<file path="config.mk">
export PLATFORM = sky130hd
export DESIGN_NAME = modport_counter
export DESIGN_NICKNAME = d
export VERILOG_FILES = /design/src/rtl/modport_counter.sv
export SDC_FILE = /design/constraint.sdc
export NUM_CORES = 1
export LEC_CHECK = 0
export BUFFER_PORTS_ARGS = -buffer_cell sky130_fd_sc_hd__buf_4
export CAP_MARGIN = 20
export CORE_AREA = 5 5 42 44
export DETAILED_ROUTE_END_ITERATION = 10
export DIE_AREA = 0 0 47 49
export GPL_TIMING_DRIVEN = 0
export HOLD_SLACK_MARGIN = 0.08
export SETUP_SLACK_MARGIN = 0.05
export SYNTH_ARGS = -nofsm -noshare
export SYNTH_HDL_FRONTEND = slang
export SYNTH_SLANG_ARGS = --single-unit
</file>
<file path="constraint.sdc">
create_clock -name clock -period 3.23 [get_ports clock]
set_clock_uncertainty 0.05 [all_clocks]
set_input_delay 0.969 -clock clock [delete_from_list [all_inputs] [get_ports clock]]
set_output_delay 0.969 -clock clock [all_outputs]
set_load 0.05 [all_outputs]
</file>
<file path="src/rtl/modport_counter.sv">
// -----------------------------------------------------------------------------
// modport_counter
//
// Synchronous, loadable, modulo-MODULUS up/down counter with a registered
// count output. State changes happen only on the rising edge of clock. The
// priority order is reset, then load, then count. There is no count enable,
// so the counter moves every cycle in which reset and load are both low.
//
// Optional feature macro: COUNTER_TC_EN
//   When defined, the output tc is added. tc is high when the next count edge
//   wraps: (up_down=1 and count=MODULUS-1) or (up_down=0 and count=0).
//   tc is combinational from the count register and up_down only. It ignores
//   load and reset. Counting behaviour is the same in both builds.
//
// Parameters
//   WIDTH    width of data_in and count
//   MODULUS  sequence length; legal count values are 0..MODULUS-1
//
// Ports
//   clock    in   1      single system clock, rising edge
//   reset    in   1      synchronous, active-high; clears count
//   up_down  in   1      direction: 1 = up, 0 = down
//   load     in   1      synchronous parallel load of data_in
//   data_in  in   WIDTH  load value; values >= MODULUS load as 0
//   count    out  WIDTH  registered counter value
//   tc       out  1      terminal count (COUNTER_TC_EN builds only)
// -----------------------------------------------------------------------------
module modport_counter #(
  parameter int WIDTH   = 4,
  parameter int MODULUS = 14
) (
  input  logic             clock,
  input  logic             reset,
  input  logic             up_down,
  input  logic             load,
  input  logic [WIDTH-1:0] data_in,
  output logic [WIDTH-1:0] count
`ifdef COUNTER_TC_EN
  ,
  output logic             tc
`endif
);

  // Constants are sized to WIDTH so that every compare and add in the
  // count path works at the width of the register.
  localparam logic [WIDTH-1:0] MAX_COUNT = WIDTH'(MODULUS - 1);
  localparam logic [WIDTH-1:0] ZERO      = '0;
  localparam logic [WIDTH-1:0] ONE       = WIDTH'(1);

  // A load value outside 0..MODULUS-1 would put the register into an
  // unreachable state, so any such value loads as zero.
  logic load_legal;
  assign load_legal = (data_in <= MAX_COUNT);

  // NOTE: registered state is written with non-blocking assignments, so every
  // branch below reads the pre-edge value of count, whatever the order of the
  // statements.
  always_ff @(posedge clock) begin
    if (reset) begin
      count <= ZERO;
    end else if (load) begin
      count <= load_legal ? data_in : ZERO;
    end else if (up_down) begin
      count <= (count == MAX_COUNT) ? ZERO : count + ONE;
    end else begin
      count <= (count == ZERO) ? MAX_COUNT : count - ONE;
    end
  end

`ifdef COUNTER_TC_EN
  // tc looks ahead one count step. Because it uses the current up_down, it
  // follows a direction change at once, before the next edge.
  assign tc = up_down ? (count == MAX_COUNT) : (count == ZERO);
`endif

endmodule

</file>
Word-level counts from Yosys, hierarchy flattened
Index checks and enable logic that the tools add are counted.
{ "totals": {"register_bits": 4, "latchBits": 0, "mem_bits_rw": 0, "romBits": 0, "input_bits": 8, "out_inout_bits": 4, "wordCells": 11, "n_memories": 0} }
{ "op_classes": {"n_addsub": 2, "n_mul": 0, "n_div": 0, "order_cmp": 1, "eq_ne": 1, "n_shift": 0, "muxes": 5, "bitwise_logic": 0, "n_reduce_logical": 1} }
{ "ops": {"columns": ["op", "n"], "rows": [
  ["$mux 4", 5],
  ["$add 4x1->4 const B", 1],
  ["$eq 4x4->1 const B", 1],
  ["$le 4x4->1 const B", 1],
  ["$logic_not 4->1", 1],
  ["$sub 4x1->4 const B", 1]
]} }

Longest topological paths before layout
Gate-level depths: netlist of run 1.
{ "logic_depth": {"ltp_word": 4, "mapped_depth": 3, "ltp_nobuf": 3} }

Worst setup path before layout of run 1
OpenSTA, ideal clock, no wires.
{ "synth_timing": {"path_kind": "in2reg", "from": "in up_down", "to": "reg count[3]", "setup_ns": 0.139, "arrival_ns": 1.622, "required_time_ns": 3.041, "setup_slack_ns": 1.419, "path_stages": 3, "path_buffers": 0, "path_cell_list": "and3_1 a2111oi_1 a2111oi_2"} }
{ "synth_via": {"elab_chain_cells": 2} }
{ "synth_lines": {"columns": ["item", "line", "text"], "rows": [
  ["start: declaration", "34", "input logic up_down,"],
  ["$mux 4", "63", "end else if (up_down) begin"],
  ["$mux 4", "61", "end else if (load) begin"],
  ["end signal: assignment", "62", "count <= load_legal ? data_in : ZERO;"],
  ["end signal: assignment", "64", "count <= (count == MAX_COUNT) ? ZERO : count + ONE;"],
  ["end signal: assignment", "66", "count <= (count == ZERO) ? MAX_COUNT : count - ONE;"],
  ["end: declaration", "37", "output logic [WIDTH-1:0] count"]
]} }
No other way between the ends.
A chain may end at the register's enable or synchronous reset.

Final worst setup path of run 1
{ "layout_timing": {"from": "reg count[1]", "to": "out count[1]"} }
No word-level cell between the ends.

==> impl_metrics.env, run 1 <==
export IMPL_path_delay_family="flip-flops"
export IMPL_routed_wl_um=666
export IMPL_synth_top_area_share_pct=30.3
export IMPL_worst_pin_slew_ns=0.426
export IMPL_ys_ff_latch=4
export IMPL_relSlewSlack_pct=71.5
export IMPL_largest_register="count"
export IMPL_synth_edff_count=0
export IMPL_grt_pass1_vias=254
export IMPL_synth_warning_count=0
export IMPL_diodes=0
export IMPL_syn_area_per_cell_um2=8.52
export IMPL_ys_top_cells_by_area="dfxtp_1 30%, nand2_1 7.1%, a221oi_1 6.6%"
export IMPL_setup_violations=0
export IMPL_drt_initial_drc_count=5
export IMPL_startpoint="count[1]$_SDFF_PP0_"
export IMPL_status="complete, no violations"
export IMPL_hold_path_class="flip-flop to flip-flop"
export IMPL_largestRegisters="count (4)"
export IMPL_setup_tns_ns=0
export IMPL_ant_nets=0
export IMPL_path_clk_slew_ns=0.04
export IMPL_h_tree_depth=1
export IMPL_cp_buffers_inverters=1
export IMPL_holdPathStages=1
export IMPL_synth_ff_type="dfxtp_1"
export IMPL_finalNetCount=55
export IMPL_rr_worst_depth=3
export IMPL_post_route_drc_count=0
export IMPL_cts_resized=0
export IMPL_synthArstFlopShare_pct=0
export IMPL_ys_types=21
export IMPL_critical_path_slowest_cell="dfxtp_1"
export IMPL_grt_pass1_wl_um=1060
export IMPL_crit_chain="buf_4"
export IMPL_fp_dieH_um=49
export IMPL_die_w_um=47
export IMPL_powerDensity_mw_per_mm2=457
export IMPL_layout_drive_gt1_share_pct=37.8
export IMPL_port_buffers=11
export IMPL_dp_hpwl_um=507
export IMPL_io_pins=12
export IMPL_die_area_mm2=0.00230
export IMPL_cts_buffers=3
export IMPL_root_buffer="clkbuf_4"
export IMPL_end_kind="output pin"
export IMPL_place_area_um2=367
export IMPL_gp_congestion=0.725
export IMPL_stdcell_area_um2=389
export IMPL_hold_ws_ns=0.557
export IMPL_min_from="count[0]$_SDFF_PP0_"
export IMPL_grt_setup_unrepaired="false"
export IMPL_vdd_drop_max_uv=159
export IMPL_cts_setup_buffers=0
export IMPL_fin_crit_sh_pct=60.7
export IMPL_fin_crit_ns=1.96
export IMPL_grt_antenna_before_repair=0
export IMPL_synthTopCellsByCount="5 x nand2_1, 4 x dfxtp_1, 2 x a21oi_1, 2 x a221oi_1, 2 x o21a_1"
export IMPL_largest_reg_flops=4
export IMPL_r2r_end="count[2]$_SDFF_PP0_"
export IMPL_grt_max_degree=9
export IMPL_cp_start_kind="flip-flop"
export IMPL_pre_cts_ws_ns=1.23
export IMPL_coreArea_mm2=0.00140
export IMPL_syn_nets=39
export IMPL_nFillCells=153
export IMPL_rr_startpoint="count[2]$_SDFF_PP0_"
export IMPL_areaGrowthSynthToFinish_pct=47.4
export IMPL_fmax_mhz=510
export IMPL_overflow=0
export IMPL_num_vias=301
export IMPL_yosysMostFrequentCell="nand2_1"
export IMPL_start_util_pct=18.8
export IMPL_wl_per_cell_um=10.9
export IMPL_cts_tree="done"
export IMPL_maxCapViolations=0
export IMPL_hold_viol=0
export IMPL_clock_latency_ns=0.24
export IMPL_r2r_slack_ns=1.93
export IMPL_critPathMaxStageDelay_ns=0.45
export IMPL_holdBufCountCts=0
export IMPL_criticalPathCategory="flip-flop to output pin"
export IMPL_whs_endpoint="count[0]$_SDFF_PP0_"
export IMPL_design_power_total_uw=178
export IMPL_drt_pass1_iter_count=4
export IMPL_cp_required_ns=2.21
export IMPL_cts_sinks=4
export IMPL_ys_seq_area_share_pct=30.3
export IMPL_p_leak_uw=0.000154
export IMPL_clock_path_buffers=2
export IMPL_grt_usage_pct=6.62
export IMPL_vias_per_cell=4.93
export IMPL_syn_area_um2=264
export IMPL_finalWorstSetupSlack_ns=1.27
export IMPL_worstPathArrival_ns=0.94
export IMPL_maxSlewViolCount=0
export IMPL_crit_fanout=8
export IMPL_syn_inst=31
export IMPL_synth_largest_area_cell="dfxtp_1"
export IMPL_num_rows=14
-- worst reg2reg max path, delay by kind of cell, from the launching register on --
family / cells / cell delay (ns)
flops: 1 / 0.35
simple gates: 1 / 0.39
compound gates: 2 / 0.40
-- per-stage QoR --
stage | cells | util (%)
after floorplan | 31 | -
after global placement | 58 | 26.2
after detailed placement | 58 | 26.2
after CTS | 61 | 27.8
after global routing | 61 | 27.8
final | 61 | 27.8
-- per-layer routing --
| metal | wire length [um] | GRT usage [%] |
|---|---|---|
| met1 | 331 | 9.25 |
| met2 | 221 | 6.56 |
| met3 | 108 | 6.27 |
| met4 | 4 | 2.76 |
| met5 | 0 | 0 |
-- layout by cell type (no fill, tap or decap) --
master and count:
dfxtp_1 4, a2111oi_1 1, o21a_1 2, and3_1 1
nor2_1 1, inv_2 1, a2111oi_2 1, a221oi_1 2
nand3_1 1, and2_1 1, o311ai_0 1, a211oi_1 1
buf_4 11, nand2_1 5, a311oi_1 1, o41ai_1 1
a21oi_1 2, clkbuf_4 3, nor4_2 1, nand4b_1 1
o211ai_1 1, or2_0 1, inv_1 1
-- how the worst max path moves through the flow --
stage                               end  slack [ns]  depth (start not counted)
CTS                            count[1]        1.26                          1
detailed placement  count[3]$_SDFF_PP0_        1.23                          4
finish                         count[1]        1.27                          1
global placement    count[3]$_SDFF_PP0_        1.21                          4
global route                   count[0]        1.21                          1
floorplan           count[3]$_SDFF_PP0_        1.42                          3
-- cell families (layout without fill, tap and decap cells) --
kind of cell | Yosys count | count (layout) | share of synthesized area (%)
and+or+nand+nor | 12 | 12 | 25.6
AOI/OAI and AO/OA | 13 | 13 | 41.2
buffers and inverters | 2 | 16 | 2.84
DFF | 4 | 4 | 30.3
-- final cells by class --
| cell class | count | area [um^2] | share of cell area (%) |
|---|---|---|---|
| multi-input cells | 25 | 176 | 45.3 |
| flip-flops and latches | 4 | 80.1 | 20.6 |
| repair buffers | 11 | 82.6 | 21.2 |
| clock buffers | 3 | 22.5 | 5.79 |
| inverters | 2 | 7.51 | 1.93 |
| well taps | 16 | 20.0 | 5.14 |
-- report_power, final --
part / internal (uW) / switching [uW]
sequential: 54.0 / 7.62
clock: 41.8 / 23.7
combinational: 20.7 / 29.8
Note: power is estimated with default switching activity, not from simulation.
==> run 2: changes to the inputs <==
ABC_AREA = 1   (was unset)
clock period = 1.87 ns   (was 3.23 ns; I/O delays follow)
==> run 2 against run 1 <==
Setup slack got worse by 0.98 ns. Register-to-register slack worse by 1.2 ns. Clock power is 67% higher. Core utilization grew 4.1 points. Sequential share of layout area is 2.7 points lower. Power is 82% higher. First-iteration DRC count is 60% lower. Global-route usage grew 1.7 points. Worst hold slack worse by 0.084 ns. Flip-flop and latch count did not move. Critical path type unchanged. Largest power group unchanged.
==> impl_metrics.env, run 2 <==
export IMPL_num_rows=14
export IMPL_drt_pass1_iter_count=2
export IMPL_grt_pass1_wl_um=1390
export IMPL_largest_register="count"
export IMPL_synthArstFlopShare_pct=0
export IMPL_pwr_share_seq_pct=33.0
export IMPL_diodes=0
export IMPL_grt_pass1_vias=370
export IMPL_maxCapViolations=0
export IMPL_path_clk_slew_ns=0.03
export IMPL_cts_resized=0
export IMPL_maxSlewViolCount=0
export IMPL_ys_types=14
export IMPL_die_area_mm2=0.00230
export IMPL_cp_required_ns=1.26
export IMPL_wl_per_cell_um=9.21
export IMPL_vdd_drop_max_uv=303
export IMPL_setup_violations=0
export IMPL_ys_seq_area_share_pct=24.9
export IMPL_dp_hpwl_um=664
export IMPL_fp_dieH_um=49
export IMPL_synth_top_area_share_pct=24.9
export IMPL_ant_nets=0
export IMPL_grt_setup_unrepaired="false"
export IMPL_cts_setup_buffers=0
export IMPL_io_pins=12
export IMPL_synth_ff_type="dfxtp_1"
export IMPL_cp_start_kind="flip-flop"
export IMPL_p_clk_share_pct=33.8
export IMPL_power_net_switching_uw=116
export IMPL_gp_congestion=0.739
export IMPL_ys_ff_latch=4
export IMPL_cts_sinks=4
export IMPL_internal_power_uw=208
export IMPL_end_kind="output pin"
export IMPL_nFillCells=169
export IMPL_post_route_drc_count=0
export IMPL_clock_path_buffers=2
export IMPL_largestRegisters="count (4)"
export IMPL_routed_wl_um=783
export IMPL_crit_chain="buf_4"
export IMPL_syn_inst=55
export IMPL_criticalPathCategory="flip-flop to output pin"
export IMPL_critPathMaxStageDelay_ns=0.47
export IMPL_final_common_cell="nand2_1"
export IMPL_cts_tree="done"
export IMPL_root_buffer="clkbuf_4"
export IMPL_netSwitchingFraction_pct=35.7
export IMPL_grt_max_degree=9
export IMPL_finalNetCount=79
export IMPL_worstPathArrival_ns=0.97
export IMPL_port_buffers=11
export IMPL_grt_usage_pct=8.29
export IMPL_holdBufCountCts=0
export IMPL_cp_buffers_inverters=1
export IMPL_vias_per_cell=4.58
export IMPL_drt_initial_drc_count=2
export IMPL_crit_fanout=8
export IMPL_hold_viol=0
export IMPL_pre_cts_ws_ns=0.537
export IMPL_setup_tns_ns=0
export IMPL_overflow=0
export IMPL_grt_antenna_before_repair=0
export IMPL_ys_top_cells_by_area="dfxtp_1 25%, nand2_1 25%, nand3_1 12%"
export IMPL_synth_largest_area_cell="dfxtp_1"
export IMPL_syn_area_um2=322
export IMPL_clock_latency_ns=0.24
export IMPL_cts_buffers=3
export IMPL_final_cell_mix="21 x nand2_1, 11 x buf_4, 8 x nand3_1"
export IMPL_yosysMostFrequentCell="nand2_1"
export IMPL_min_from="reset"
export IMPL_relSlewSlack_pct=80.8
export IMPL_finalWorstSetupSlack_ns=0.291
export IMPL_critical_path_slowest_cell="dfxtp_1"
export IMPL_coreArea_mm2=0.00140
export IMPL_powerDensity_mw_per_mm2=725
export IMPL_synth_edff_count=0
export IMPL_syn_nets=63
export IMPL_synth_warning_count=0
export IMPL_p_leak_uw=0.000245
export IMPL_num_vias=389
export IMPL_rr_startpoint="count[0]$_SDFF_PP0_"
export IMPL_p_comb_share_pct=33.2
export IMPL_h_tree_depth=1
export IMPL_synthTopCellsByCount="21 x nand2_1, 8 x nand3_1, 6 x inv_1, 4 x dfxtp_1"
export IMPL_hold_path_class="input port to flip-flop"
export IMPL_worst_pin_slew_ns=0.288
export IMPL_layout_drive_gt1_share_pct=27.5
export IMPL_fin_crit_sh_pct=84.5
export IMPL_syn_area_per_cell_um2=5.85
export IMPL_largest_reg_flops=4
export IMPL_die_w_um=47
export IMPL_fin_crit_ns=1.58
export IMPL_startpoint="count[0]$_SDFF_PP0_"
export IMPL_status="complete, no violations"
export IMPL_areaGrowthSynthToFinish_pct=38.9
export IMPL_path_delay_family="flip-flops"
export IMPL_start_util_pct=22.9
export IMPL_fmax_mhz=633
[run 2: cell count changes after synthesis, sizes merged, moves of 4 or more]
cell and delta:
nand2 +16, nand3 +7, inv +5, nor2 +4
[run 2: stage by stage]
stage          total power [uW]  instance area, um^2  util (%)  hold slack [ns]  cells
3_3_place_gp                217                  424      30.3            0.600     82
6_report                    324                  447      31.9            0.472     85
3_5_place_dp                216                  424      30.3            0.595     82
2_1_floorplan               180                  322         -            0.589     55
5_1_grt                     353                  447      31.9            0.469     85
4_1_cts                     332                  447      31.9            0.466     85
[run 2: power by group through the flow]
stage / Clock [uW] / Sequential [uW] / Combinational [uW]
6_report: 109 / 107 / 108
5_1_grt: 125 / 109 / 119
4_1_cts: 117 / 107 / 109
3_5_place_dp: 0 / 108 / 108
3_3_place_gp: 0 / 109 / 108
2_1_floorplan: 0 / 131 / 49.3
[run 2: kinds of logic (layout without fill, tap and decap cells)]
group / count (synthesis) / in the layout / synth area share, %
buffers and inverters: 9 / 23 / 14.8
AOI/OAI and AO/OA: 6 / 6 / 12.1
DFF: 4 / 4 / 24.9
and+or+nand+nor: 36 / 36 / 48.2
[run 2: routing by layer]
metal,vias to the layer above,global-route usage [%],routed length [um]
li1,206,-,-
met1,168,9.83,331
met2,12,12.4,396
met3,3,2.21,33
met4,0,5.53,22
met5,-,0,0
[run 2: path summary, 6_finish.rpt]
kind | end | slack (ns) | cells after the start
max | count[0] | 0.29 | 1
min | count[0]$_SDFF_PP0_ | 0.47 | 2
max reg2reg | count[3]$_SDFF_PP0_ | 0.76 | 7
min reg2reg | count[0]$_SDFF_PP0_ | 0.60 | 1
[run 2: cell type report]
cell class | count | area (um^2) | area share (%)
multi-input cells | 42 | 194 | 43.4
repair buffers | 11 | 82.6 | 18.5
flip-flops and latches | 4 | 80.1 | 17.9
inverters | 9 | 47.5 | 10.6
clock buffers | 3 | 22.5 | 5.04
well taps | 16 | 20.0 | 4.48
==> run 3: changes to the inputs <==
clock period = 1.5 ns   (was 1.87 ns; I/O delays follow)
==> run 3 against run 2 <==
Cell count did not move. Sequential share of layout area rose by 0.68 points. Sequential power rose by 26%. Cell area rose by 0.84%. Via count did not move. Non-clock buffer count did not move. Flip-flop and latch count did not move. Combinational power rose by 24%. Register-to-register slack got worse by 0.33 ns. Critical path depth did not move. Largest cell class unchanged. Highest routed layer unchanged.
==> impl_metrics.env, run 3 (synthesis results as in run 2) <==
export IMPL_grt_pass1_vias=370
export IMPL_place_area_um2=424
export IMPL_fp_dieH_um=49
export IMPL_worst_pin_slew_ns=0.200
export IMPL_io_pins=12
export IMPL_post_route_drc_count=0
export IMPL_stdcell_area_um2=450
export IMPL_areaGrowthSynthToFinish_pct=40.1
export IMPL_root_buffer="clkbuf_4"
export IMPL_finalNetCount=79
export IMPL_holdBufCountCts=0
export IMPL_grt_antenna_before_repair=0
export IMPL_overflow=0
export IMPL_fin_crit_sh_pct=92.8
export IMPL_crit_chain="buf_4"
export IMPL_crit_fanout=6
export IMPL_powerDensity_mw_per_mm2=897
export IMPL_start_util_pct=22.9
export IMPL_critPathMaxStageDelay_ns=0.41
export IMPL_cts_tree="done"
export IMPL_final_common_cell="nand2_1"
export IMPL_status="complete, no violations"
export IMPL_num_vias=389
export IMPL_die_area_mm2=0.00230
export IMPL_num_rows=14
export IMPL_maxCapViolations=0
export IMPL_hold_path_class="input port to flip-flop"
export IMPL_h_tree_depth=1
export IMPL_netSwitchingFraction_pct=35.4
export IMPL_grt_setup_unrepaired="false"
export IMPL_critical_path_slowest_cell="dfxtp_1"
export IMPL_layout_drive_gt1_share_pct=31.9
export IMPL_internal_power_uw=261
export IMPL_post_route_util_pct=32.1
export IMPL_grt_pass1_wl_um=1390
export IMPL_coreArea_mm2=0.00140
export IMPL_drt_pass1_iter_count=2
export IMPL_clock_path_buffers=2
export IMPL_gp_congestion=0.739
export IMPL_criticalPathCategory="flip-flop to output pin"
export IMPL_p_clk_share_pct=33.5
export IMPL_placed_cells=82
export IMPL_hold_viol=0
export IMPL_clock_latency_ns=0.24
export IMPL_grt_usage_pct=8.29
export IMPL_wl_per_cell_um=9.14
export IMPL_drt_initial_drc_count=2
export IMPL_largest_reg_flops=4
export IMPL_path_delay_family="flip-flops"
export IMPL_fmax_mhz=719
export IMPL_final_cell_mix="21 x nand2_1, 11 x buf_4, 8 x nand3_1"
export IMPL_cp_required_ns=1.00
export IMPL_diodes=0
export IMPL_ant_nets=0
export IMPL_pwr_share_seq_pct=33.3
export IMPL_power_net_switching_uw=143
export IMPL_setup_violations=0
export IMPL_end_kind="output pin"
export IMPL_vias_per_cell=4.58
export IMPL_worstPathArrival_ns=0.89
export IMPL_cp_start_kind="flip-flop"
export IMPL_relSlewSlack_pct=86.6
export IMPL_dp_hpwl_um=664
export IMPL_maxSlewViolCount=0
export IMPL_stdcell_count=85
export IMPL_cts_sinks=4
export IMPL_p_leak_uw=0.000245
export IMPL_setup_tns_ns=0
export IMPL_p_comb_share_pct=33.2
export IMPL_largest_register="count"
export IMPL_die_w_um=47
export IMPL_largestRegisters="count (4)"
export IMPL_cts_buffers=3
export IMPL_routed_wl_um=777
export IMPL_grt_max_degree=9
export IMPL_port_buffers=11
export IMPL_vdd_drop_max_uv=380
export IMPL_path_clk_slew_ns=0.04
export IMPL_cp_buffers_inverters=1
export IMPL_fin_crit_ns=1.39
export IMPL_hold_ws_ns=0.355
==> run 3: cell types whose count changed in the layout (fill, tap and decap cells not counted) <==
cell     change
dfxtp_2      +3
dfxtp_1      -3
==> run 3: timing repair <==
action | CTS | global route
hold endpoints to repair | 0 | 0
gates resized for setup | 1 | 2
setup endpoints to repair | 1 | 2
pin swaps | 0 | 0
setup buffers | 0 | 0
cloned | 0 | 0
==> run 3: power by group through the flow <==
stage	logic [uW]	clock network, uW	registers, uW
final	134	135	135
after global routing	149	156	137
after CTS	136	145	134
after detailed placement	135	0	135
after global placement	135	0	135
after floorplan	61.5	0	163
==> run 3: final timing paths <==
check                 startpoint  cells past startpoint  slack, ns                  end
max          count[3]$_SDFF_PP0_                      1       0.11             count[3]
min                        reset                      2       0.35  count[0]$_SDFF_PP0_
max reg2reg  count[3]$_SDFF_PP0_                      7       0.43  count[3]$_SDFF_PP0_
min reg2reg  count[0]$_SDFF_PP0_                      1       0.49  count[0]$_SDFF_PP0_
==> run 3: cell type report <==
| cell class | count | area, um^2 |
|---|---|---|
| flip-flops and latches | 4 | 83.8 |
| fillers | 167 | 951 |
| inverters | 9 | 47.5 |
| multi-input cells | 42 | 194 |
| repair buffers | 11 | 82.6 |
| clock buffers | 3 | 22.5 |
| well taps | 16 | 20.0 |
==> run 3: metal layers <==
layer	vias to the layer above	global-route usage (%)	share of wire, %
met4	0	5.53	2.8
met3	3	2.21	4.2
met2	12	12.4	51
met1	168	9.83	42
met5	-	0	0
li1	206	-	-
==> run 3: through the flow <==
stage	power [uW]	setup slack [ns]
2_1_floorplan	224	0.124
3_3_place_gp	270	0.275
3_5_place_dp	270	0.278
4_1_cts	415	0.0628
5_1_grt	442	0.0581
6_report	404	0.108
